$ cat src/rtl/stack_ctrl_pkg.sv
// Shared definitions for the burger-stack game: screen geometry, colour codes
// and controller state encodings (the renderer uses the geometry and colours too).
package stack_ctrl_pkg;

  localparam logic [9:0] BASE_Y   = 10'd400;
  localparam logic [9:0] SLOT_H   = 10'd20;
  localparam logic [9:0] W        = 10'd100;
  localparam logic [9:0] X_MAX    = 10'd540;
  localparam logic [9:0] POS_INIT = 10'd270;

  localparam logic [1:0] EMPTY = 2'b00;
  localparam logic [1:0] RED   = 2'b10;
  localparam logic [1:0] GREEN = 2'b01;
  localparam logic [1:0] BLUE  = 2'b11;

  typedef enum logic [2:0] {
    S_IDLE  = 3'd0,
    S_SPAWN = 3'd1,
    S_FALL  = 3'd2,
    S_LAND  = 3'd3,
    S_WIN   = 3'd4,
    S_OVER  = 3'd5
  } state_t;

  // Top edge at which a falling block rests on a stack of the given height.
  function automatic logic [9:0] land_line(input logic [3:0] h);
    return BASE_Y - SLOT_H - SLOT_H * {6'd0, h};
  endfunction

endpackage

$ cat src/rtl/stack_ctrl_lfsr16.sv
// Free-running 16-bit Fibonacci LFSR (shift left, taps 15/13/12/10); loads seed on rst.
module lfsr16 (
  input  logic        dclk,
  input  logic        rst,
  input  logic [15:0] seed,
  output logic [15:0] q
);

  always_ff @(posedge dclk) begin
    if (rst) q <= seed;
    else     q <= {q[14:0], q[15] ^ q[13] ^ q[12] ^ q[10]};
  end

endmodule

$ cat src/rtl/stack_ctrl.sv
// Game-state writer for the burger-stack display: plate position, stacked colours
// and the falling block, advanced once per frame tick. State is exposed on `state`.
module stack_ctrl
  import stack_ctrl_pkg::*;
#(
  parameter int unsigned STEP      = 4,
  parameter int unsigned FALL_STEP = 2,
  parameter int unsigned MAX_MISS  = 3,
  parameter logic [15:0] SEED      = 16'hACE1
) (
  input  logic        dclk,
  input  logic        rst,
  input  logic        tick,
  input  logic        start,
  input  logic        btn_left,
  input  logic        btn_right,
  output logic [9:0]  pos_x,
  output logic [31:0] colors,
  output logic [9:0]  fall_x,
  output logic [9:0]  fall_y,
  output logic [1:0]  fall_clr,
  output logic [3:0]  height,
  output logic [1:0]  misses,
  output logic        win,
  output logic        game_over,
  output logic [2:0]  state
);

  localparam logic [9:0]        STEP_V   = 10'(STEP);
  localparam logic [9:0]        FALL_V   = 10'(FALL_STEP);
  localparam logic [1:0]        MISS_LIM = 2'(MAX_MISS);
  localparam logic signed [10:0] CATCH   = 11'(W >> 1);

  state_t      st;
  logic [15:0] lfsr;
  logic        unused_lfsr_bits;
  logic [9:0]  pos_moved;
  logic [9:0]  spawn_x;
  logic [1:0]  spawn_clr;
  logic [9:0]  land_y;
  logic [10:0] dx;
  logic        caught;
  logic [3:0]  height_inc;
  logic [1:0]  misses_inc;

  lfsr16 u_lfsr (
    .dclk (dclk),
    .rst  (rst),
    .seed (SEED),
    .q    (lfsr)
  );

  assign unused_lfsr_bits = ^lfsr[15:11];
  assign state      = st;
  assign land_y     = land_line(height);
  assign height_inc = height + 4'd1;
  assign misses_inc = misses + 2'd1;

  always_comb begin
    pos_moved = pos_x;
    if (tick && btn_left && !btn_right)
      pos_moved = (pos_x < STEP_V) ? 10'd0 : pos_x - STEP_V;
    else if (tick && btn_right && !btn_left)
      pos_moved = (pos_x > X_MAX - STEP_V) ? X_MAX : pos_x + STEP_V;

    spawn_x = {1'b0, lfsr[8:0]};
    if (spawn_x > X_MAX) spawn_x = spawn_x - 10'd256;
    spawn_clr = (lfsr[10:9] == EMPTY) ? GREEN : lfsr[10:9];

    // Catch uses the plate position from before this cycle's move.
    dx     = {1'b0, fall_x} - {1'b0, pos_x};
    caught = ($signed(dx) < CATCH) && ($signed(dx) > -CATCH);
  end

  always_ff @(posedge dclk) begin
    if (rst) begin
      st        <= S_IDLE;
      pos_x     <= POS_INIT;
      colors    <= 32'h1;
      fall_x    <= '0;
      fall_y    <= '0;
      fall_clr  <= EMPTY;
      height    <= '0;
      misses    <= '0;
      win       <= 1'b0;
      game_over <= 1'b0;
    end else begin
      case (st)
        S_IDLE, S_WIN, S_OVER: begin
          if (start) begin
            colors    <= 32'h1;
            height    <= '0;
            misses    <= '0;
            pos_x     <= POS_INIT;
            win       <= 1'b0;
            game_over <= 1'b0;
            st        <= S_SPAWN;
          end
        end
        S_SPAWN: begin
          fall_x   <= spawn_x;
          fall_y   <= '0;
          fall_clr <= spawn_clr;
          pos_x    <= pos_moved;
          st       <= S_FALL;
        end
        S_FALL: begin
          pos_x <= pos_moved;
          if (tick) begin
            if (fall_y >= land_y) st <= S_LAND;
            else                  fall_y <= fall_y + FALL_V;
          end
        end
        S_LAND: begin
          pos_x    <= pos_moved;
          fall_clr <= EMPTY;
          if (caught) begin
            colors[{height_inc, 1'b0} +: 2] <= fall_clr;
            height <= height_inc;
            if (height_inc == 4'd15) begin
              st  <= S_WIN;
              win <= 1'b1;
            end else begin
              st <= S_SPAWN;
            end
          end else begin
            misses <= misses_inc;
            if (misses_inc == MISS_LIM) begin
              st        <= S_OVER;
              game_over <= 1'b1;
            end else begin
              st <= S_SPAWN;
            end
          end
        end
        default: st <= S_IDLE;
      endcase
    end
  end

endmodule

$ cat config.mk
export PLATFORM = sky130hd
export DESIGN_NAME = stack_ctrl
export DESIGN_NICKNAME = d
export VERILOG_FILES = /design/src/rtl/stack_ctrl_pkg.sv /design/src/rtl/stack_ctrl_lfsr16.sv /design/src/rtl/stack_ctrl.sv
export SDC_FILE = /design/constraint.sdc
export NUM_CORES = 1
export LEC_CHECK = 0
export ABC_AREA = 1
export CORE_MARGIN = 4
export CORE_UTILIZATION = 48
export CTS_CLUSTER_DIAMETER = 60
export CTS_CLUSTER_SIZE = 16
export DETAILED_ROUTE_END_ITERATION = 10
export PLACE_DENSITY_LB_ADDON = 0.12
export SYNTH_ARGS = -nofsm -noshare
export SYNTH_HDL_FRONTEND = slang
export SYNTH_SLANG_ARGS = --single-unit
$ cat constraint.sdc
create_clock -name dclk -period 4.2 [get_ports dclk]
set_input_delay 0.84 -clock dclk [delete_from_list [all_inputs] [get_ports dclk]]
set_output_delay 0.84 -clock dclk [all_outputs]
set_load 0.01 [all_outputs]
==> results.md, run 1 <==
* F_max at 281.2 MHz
* Slew margin rel. at 50.56%
* Total of cells resized after clock tree synthesis at 0
* Final period util at 84.66%
* Mapped Cells at 786
* Die Height at 112.0 µm
* Worst Setup Start Kind: register
* WP buf/inv at 1
* Largest incremental delay on the critical path at 0.52 ns
* Tot Pwr at 3102 µW
* # IOs at 81
* # diodes at 0
* Initial DRT Pass Iterations at 5
* Global-route wire length before repair at 22.37 mm
* DRT iter0 DRCs at 353
* Fin. max-slew vios at 0
* Clock skew at 0.02276 ns
* Top Family by Delay on Critical Path: adder cells
* Syn. warnings at 0
* CTS clock-pin slew for the worst setup and hold paths at 0.11 ns
* Leak Pwr at 0.002710 µW
* Final hold slack at 0.4172 ns
* Max cap viols at 0
* GPL Wtd Cong at 0.8882
* Final setup viols at 0
* Initial core utilization at 49.80%
* WP data arrival at 3.88 ns
* Fin area at 6197 µm²
* DP Area at 5992 µm²
* Largest net degree at the start of global routing at 72
* CP most frequent cell: ha_1
* DR vias at 5101
* Worst hold stages at 2
* Total GRT Usage at 21.30%
* Initial antenna violation count at 0
* FF-to-FF path depth at 15
* Avg Synthesized Cell Area at 6.600 µm²
* Vias in the first global route at 4732
* DRT antenna net count at 0
* Nets at 890
* Min-delay worst type: reg2reg
* Die width at 112.0 µm
* Worst-case clock buffer depth at 2
* Core box area at 10420 µm²
* Post-DR wirelength/cell at 13.35 µm
* CP Class: reg2reg
* Final number of hold-violating endpoints at 0
* Util after Layout at 59.50%
* Layout cells sized above 1 at 4.907%
* Port buffer count at 77
* Critical Path, Cell by Cell: ha_1, ha_1, fa_1, xnor2_1, inv_1, ha_1, ha_1, nand2_1, o21a_1, nand4_1, nand2_1, nand2_1, o21ai_0, nand3_1, nor2_1
* Nature of the critical path endpoint: register
* RSZ-0062 raised after global routing: false
* Cts bufs inserted at 9
* Pwr Density at 500.5 nW/µm²
* Number of post-CTS setup repair buffers at 0
* CP max FO at 11
* Fin Setup TNS at 0 ns
* Cell Rows at 37
* Fin crit period at 3.556 ns
* Synthesized area at 5187 µm²
* #FFs+latches synth at 88
* Slew @ Worst Pin at 0.7416 ns
* Synth-to-Final Area Change at 19.46%
* Synth cell types at 34
* Routed WL at 13.25 mm
* DR DRC count at 0
* Via/cell ratio at 5.142
* Hold_buf cts at 0
* Seq/Total Area, Yosys at 33.96%
* CTS tree: yes
* Clock latency on the worst-skew pair at 0.38 ns
* Clock sink total at 88
* Total die area at 12530 µm²
* Status: finished clean
* Remaining Overflow, GRT at 0
* R2R Setup Slk at 0.64 ns
* Master of the slowest instance on the critical path: dfxtp_1
* Worst path required time at 4.52 ns
* Levels on crit path at 15
* HPWL Detailed at 9.865 mm
* CTS Root Cell: clkbuf_8
* H-tree lvl count at 3
* VDD IR-drop max at 222.1 µV
## cell families (layout without fill, tap and decap cells)
group | Yosys count | in the layout | synth area share, %
buffers and inverters | 124 | 192 | 10.13
DFF | 88 | 88 | 33.96
other | 2 | 4 | 0.1448
xor gates and xnor gates | 14 | 14 | 2.364
adders and majority gates | 33 | 33 | 8.249
AOI/OAI and AO/OA | 116 | 116 | 11.84
and+or+nand+nor | 409 | 409 | 33.31
## per-layer routing
metal,GRT usage [%],share of wire [%],up-vias
met2,33.05,44,149
met4,7.532,2.5,0
li1,-,-,2646
met3,4.185,5.5,28
met5,0,0,-
met1,29.56,49,2278
## worst min-delay path, stage by stage (launching register included)
cell	delay [ns]
dfxtp_1	0.31
inv_1	0.04
nor2_1	0.04
## where the power goes
part / total (µW) / leakage (µW) / internal, µW / switching, µW
clock network: 607 / 0.000104 / 239 / 368
logic: 1440 / 0.00189 / 508 / 936
registers: 1050 / 0.000717 / 921 / 130
## cell usage after synthesis, drive strengths merged
| master | instances | area (µm²) |
|---|---|---|
| nand2 | 210 | 805.8 |
| inv | 94 | 352.8 |
| nor2 | 93 | 356.6 |
| dfxtp | 88 | 1762 |
| nand3 | 80 | 415.4 |
| a21oi | 77 | 385.4 |
| ha | 31 | 387.9 |
| o21ai | 28 | 140.1 |
| clkbuf | 18 | 67.56 |
| buf | 11 | 101.3 |
| xor2 | 11 | 96.34 |
| nor3 | 10 | 50.05 |
| nand4 | 8 | 50.05 |
| or2 | 7 | 43.79 |
| o211ai | 3 | 22.52 |
| xnor2 | 3 | 26.28 |
| conb | 2 | 7.510 |
| fa | 2 | 40.04 |
| a2111oi | 1 | 8.760 |
| a31oi | 1 | 6.260 |
| a32o | 1 | 10.01 |
| a32oi | 1 | 8.760 |
| clkinv | 1 | 3.750 |
| nor4 | 1 | 6.260 |
| o21a | 1 | 7.510 |
| o221ai | 1 | 8.760 |
| o31ai | 1 | 7.510 |
| o32ai | 1 | 8.760 |
## final cells by class
type / instances / area (µm²)
clock buffer: 9 / 123.9
clock inverter: 7 / 81.33
fill: 1027 / 4219
inverter: 95 / 356.6
multi-input combinational: 576 / 2908
sequential: 88 / 1762
tap: 136 / 170.2
timing repair buffer: 81 / 795.8
## state kept, by name (all words and copies together), names as in the netlist
register and flops:
height 4, fall_x 9, fall_clr 2, pos_x 9, misses 2, win 1, u_lfsr.q 16, fall_y 9
state 3, colors 32, game_over 1
## worst paths after layout
kind,endpoint,start
worst min register to register,u_lfsr.q[12],u_lfsr.q[11]
worst max register to register,fall_y[4],height[1]
worst max-delay path,fall_y[4],height[1]
worst min-delay path,u_lfsr.q[12],u_lfsr.q[11]
## stage by stage
stage               worst slack [ns]  instances
finish                        0.6443        992
global route                  0.3896        992
CTS                           0.6522        992
detailed placement            0.6907        976
global placement              0.8468        976
floorplan                      1.012        788
## layout by cell type, fill, tap and decap left out, types with 3 or more instances in the layout
cell,instances
nand4_1,8
a21oi_1,77
xnor2_1,3
o21ai_0,28
xor2_1,11
nor2_2,3
o211ai_1,3
nand2_1,205
nand2_2,4
nand3_1,77
dfxtp_1,88
clkdlybuf4s50_1,76
clkbuf_8,9
conb_1,4
buf_4,4
nand3_2,3
inv_1,91
or2_2,7
nor3_1,10
inv_2,3
ha_1,31
nor2_1,90
Power figures use the tool's default switching activity.
==> run 2, diff against run 1 <==
clock period = 3 ns   (was 4.2 ns; I/O delays follow)
==> run 2 against run 1 <==
Against the previous run:
- flip-flop and latch count stayed put
- critical path depth is 1 higher
- clock skew is 0.010 ns lower
- highest routed layer unchanged
- utilization is 2.1 points higher
- largest power group unchanged
==> results.md, run 2 (synthesis gave the netlist of run 1 again) <==
* Commonest cells after routing, fill and taps aside: 202 x nand2_1, 90 x inv_1, 90 x nor2_1, 85 x dfxtp_1, 77 x nand3_1 (was 205 x nand2_1, 91 x inv_1, 90 x nor2_1, 88 x dfxtp_1)
* Combinational fraction of design power at 49.0% (was 46.6%)
* Fillers at 1021 (was 1027)
* Total GRT Usage at 21.40% (was 21.30%)
* Clock skew at 0.01239 ns (was 0.02276 ns)
* Clk pwr share at 19.9% (was 19.6%)
* Largest registers: colors x32, u_lfsr.q x16 (unchanged)
* VDD IR-drop max at 450.5 µV (was 222.1 µV)
* PnR worst setup slack at 0.1430 ns (was 0.6443 ns)
* Tot Pwr at 4613 µW (was 3102 µW)
* Min-delay worst type: reg2reg (unchanged)
* Cell Rows at 37 (unchanged)
* Worst path required time at 3.29 ns (was 4.52 ns)
* Worst Hold Path EP: u_lfsr.q[12] (unchanged)
* Final period util at 95.23% (was 84.66%)
* Slew @ Worst Pin at 0.5180 ns (was 0.7416 ns)
* Vias in the first global route at 4977 (was 4732)
* DRT antenna net count at 0 (unchanged)
* Nets at 905 (was 890)
* FF-to-FF path depth at 16 (was 15)
* Largest incremental delay on the critical path at 0.38 ns (was 0.52 ns)
* Initial core utilization at 49.80% (unchanged)
* Fin. max-slew vios at 0 (unchanged)
* Global-route wire length before repair at 22.74 mm (was 22.37 mm)
* Max cap viols at 0 (unchanged)
* Synth-to-Final Area Change at 23.61% (was 19.46%)
* DP Area at 6115 µm² (was 5992 µm²)
* GPL Wtd Cong at 0.9250 (was 0.8882)
* Top reg by flops: colors (unchanged)
* Remaining Overflow, GRT at 0 (unchanged)
* Flop pwr share at 31.0% (was 33.9%)
* Leak Pwr at 0.002788 µW (was 0.002710 µW)
* Non-Filler Instances at 1007 (was 992)
* HPWL Detailed at 10.29 mm (was 9.865 mm)
* Port buffer count at 77 (unchanged)
* R2R Setup Slk at 0.14 ns (was 0.64 ns)
* Fin area at 6412 µm² (was 6197 µm²)
* Worst hold stages at 2 (unchanged)
* # diodes at 0 (unchanged)
* Critical Path, Cell by Cell: ha_4, ha_4, fa_2, xnor2_2, inv_1, ha_1, ha_1, nand2_2, inv_2, nand4_1, nand4_1, nand2_2, nand2_4, o21ai_1, nand3_1, nor2_1 (was ha_1, ha_1, fa_1, xnor2_1, inv_1, ha_1, ha_1, nand2_1, o21a_1, nand4_1, nand2_1, nand2_1, o21ai_0, nand3_1, nor2_1)
* DRT iter0 DRCs at 347 (was 353)
* Status: finished clean (unchanged)
* Switching Share at 43.16% (was 46.24%)
* Fin crit period at 2.857 ns (was 3.556 ns)
* CP max FO at 4 (was 11)
* Internal Power at 2622 µW (was 1668 µW)
* Clock sink total at 88 (unchanged)
* Worst slack, placed at -0.005949 ns (was 0.6907 ns)
* Clock latency on the worst-skew pair at 0.35 ns (was 0.38 ns)
* R2r startpoint: height[1] (unchanged)
* Max reg flops at 32 (unchanged)
* Die width at 112.0 µm (unchanged)
* Via/cell ratio at 5.167 (was 5.142)
* Post-DR wirelength/cell at 13.39 µm (was 13.35 µm)
* Most common cell after layout, fill and taps aside: nand2_1 (unchanged)
* Core box area at 10420 µm² (unchanged)
* CP Class: reg2reg (unchanged)
* Routed WL at 13.49 mm (was 13.25 mm)
* CTS tree: yes (unchanged)
* Total net switching power at 1991 µW (was 1434 µW)
* Master of the slowest instance on the critical path: fa_2 (was dfxtp_1)
* CTS Root Cell: clkbuf_8 (unchanged)
* Final number of hold-violating endpoints at 0 (unchanged)
* Cts bufs inserted at 9 (unchanged)
* Final setup viols at 0 (unchanged)
* Largest net degree at the start of global routing at 40 (was 72)
* Multi-input logic area at 2967 µm² (was 2908 µm²)
* Die Height at 112.0 µm (unchanged)
* Slew margin rel. at 65.43% (was 50.56%)
* Fin Setup TNS at 0 ns (unchanged)
* HP Start: u_lfsr.q[11] (unchanged)
* DR vias at 5203 (was 5101)
* Pwr Density at 719.3 nW/µm² (was 500.5 nW/µm²)
* Nature of the critical path endpoint: register (unchanged)
* # IOs at 81 (unchanged)
* CTS clock-pin slew for the worst setup and hold paths at 0.09 ns (was 0.11 ns)
* F_max at 350.0 MHz (was 281.2 MHz)
* DR DRC count at 0 (unchanged)
* Worst-case clock buffer depth at 2 (unchanged)
* Worst Setup Start Kind: register (unchanged)
* Initial DRT Pass Iterations at 7 (was 5)
* Layout cells sized above 1 at 8.152% (was 4.907%)
* Placed Cells at 990 (was 976)
* WP data arrival at 3.14 ns (was 3.88 ns)
* Initial antenna violation count at 0 (unchanged)
* H-tree lvl count at 3 (unchanged)
* Total die area at 12530 µm² (unchanged)
* R2r endpoint: fall_y[4] (unchanged)
* FF/Latch Area at 1765 µm² (was 1762 µm²)
run 2: final cells by class:
| cell class | count | share of cell area [%] |
|---|---|---|
| timing repair buffer | 96 | 14.48 |
| tap | 136 | 2.654 |
| clock buffer | 9 | 1.932 |
| multi-input combinational | 576 | 46.26 |
| sequential | 88 | 27.53 |
| inverter | 95 | 5.561 |
| clock inverter | 7 | 1.580 |
run 2: worst max-delay path: cells and delay by family, from the launching register on:
| family | cells | cell delay [ns] |
|---|---|---|
| xor gates and xnor gates | 1 | 0.18 |
| DFF | 1 | 0.35 |
| and+or+nand+nor | 7 | 0.69 |
| adders and majority gates | 5 | 1.35 |
| AOI/OAI and AO/OA | 1 | 0.11 |
| buffers and inverters | 2 | 0.10 |
run 2: through the flow:
stage                     util [%]  hold WS, ns
after floorplan                  -       0.3883
after global routing         61.56       0.4344
after global placement       58.70       0.3974
after detailed placement     58.70       0.3987
after CTS                    60.96       0.4194
final                        61.56       0.4190
run 2: how the worst max path moves through the flow:
| stage | slack (ns) | depth (start not counted) | startpoint | to |
|---|---|---|---|---|
| final | 0.14 | 16 | height[1] | fall_y[4] |
| after global routing | -0.04 | 16 | height[1] | fall_y[4] |
| after CTS | 0.04 | 16 | height[1] | fall_y[3] |
| after detailed placement | -0.006 | 15 | height[1] | fall_y[7] |
| after global placement | 0.11 | 15 | height[1] | fall_y[7] |
| after floorplan | 0.02 | 15 | height[1] | fall_y[2] |
run 2: per-layer routing:
layer	up-vias	global-route usage, %	share of wire [%]
li1	2688	-	-
met1	2383	29.03	48
met2	121	35.77	46
met3	11	3.967	5.4
met4	0	4.407	0.78
met5	-	0	0
run 2: repair_timing:
item / in CTS / in global routing
hold buffers: 0 / 0
buffers inserted: 0 / 1
resized for setup: 2 / 15
pin swaps: 0 / 6
setup endpoints to repair: 9 / 12
run 2: power by group through the flow:
stage	clock network [µW]	registers [µW]	logic, µW
after CTS	945	1430	2210
after floorplan	0	1490	1480
after global placement	0	1450	2140
after detailed placement	0	1450	2190
final	920	1430	2260
after global routing	1000	1450	2530
==> run 3, diff against run 2 <==
HOLD_SLACK_MARGIN = 0.12   (was default)
==> results of run 3 <==
Final layout, timing and power as in run 2 (identical DEF).
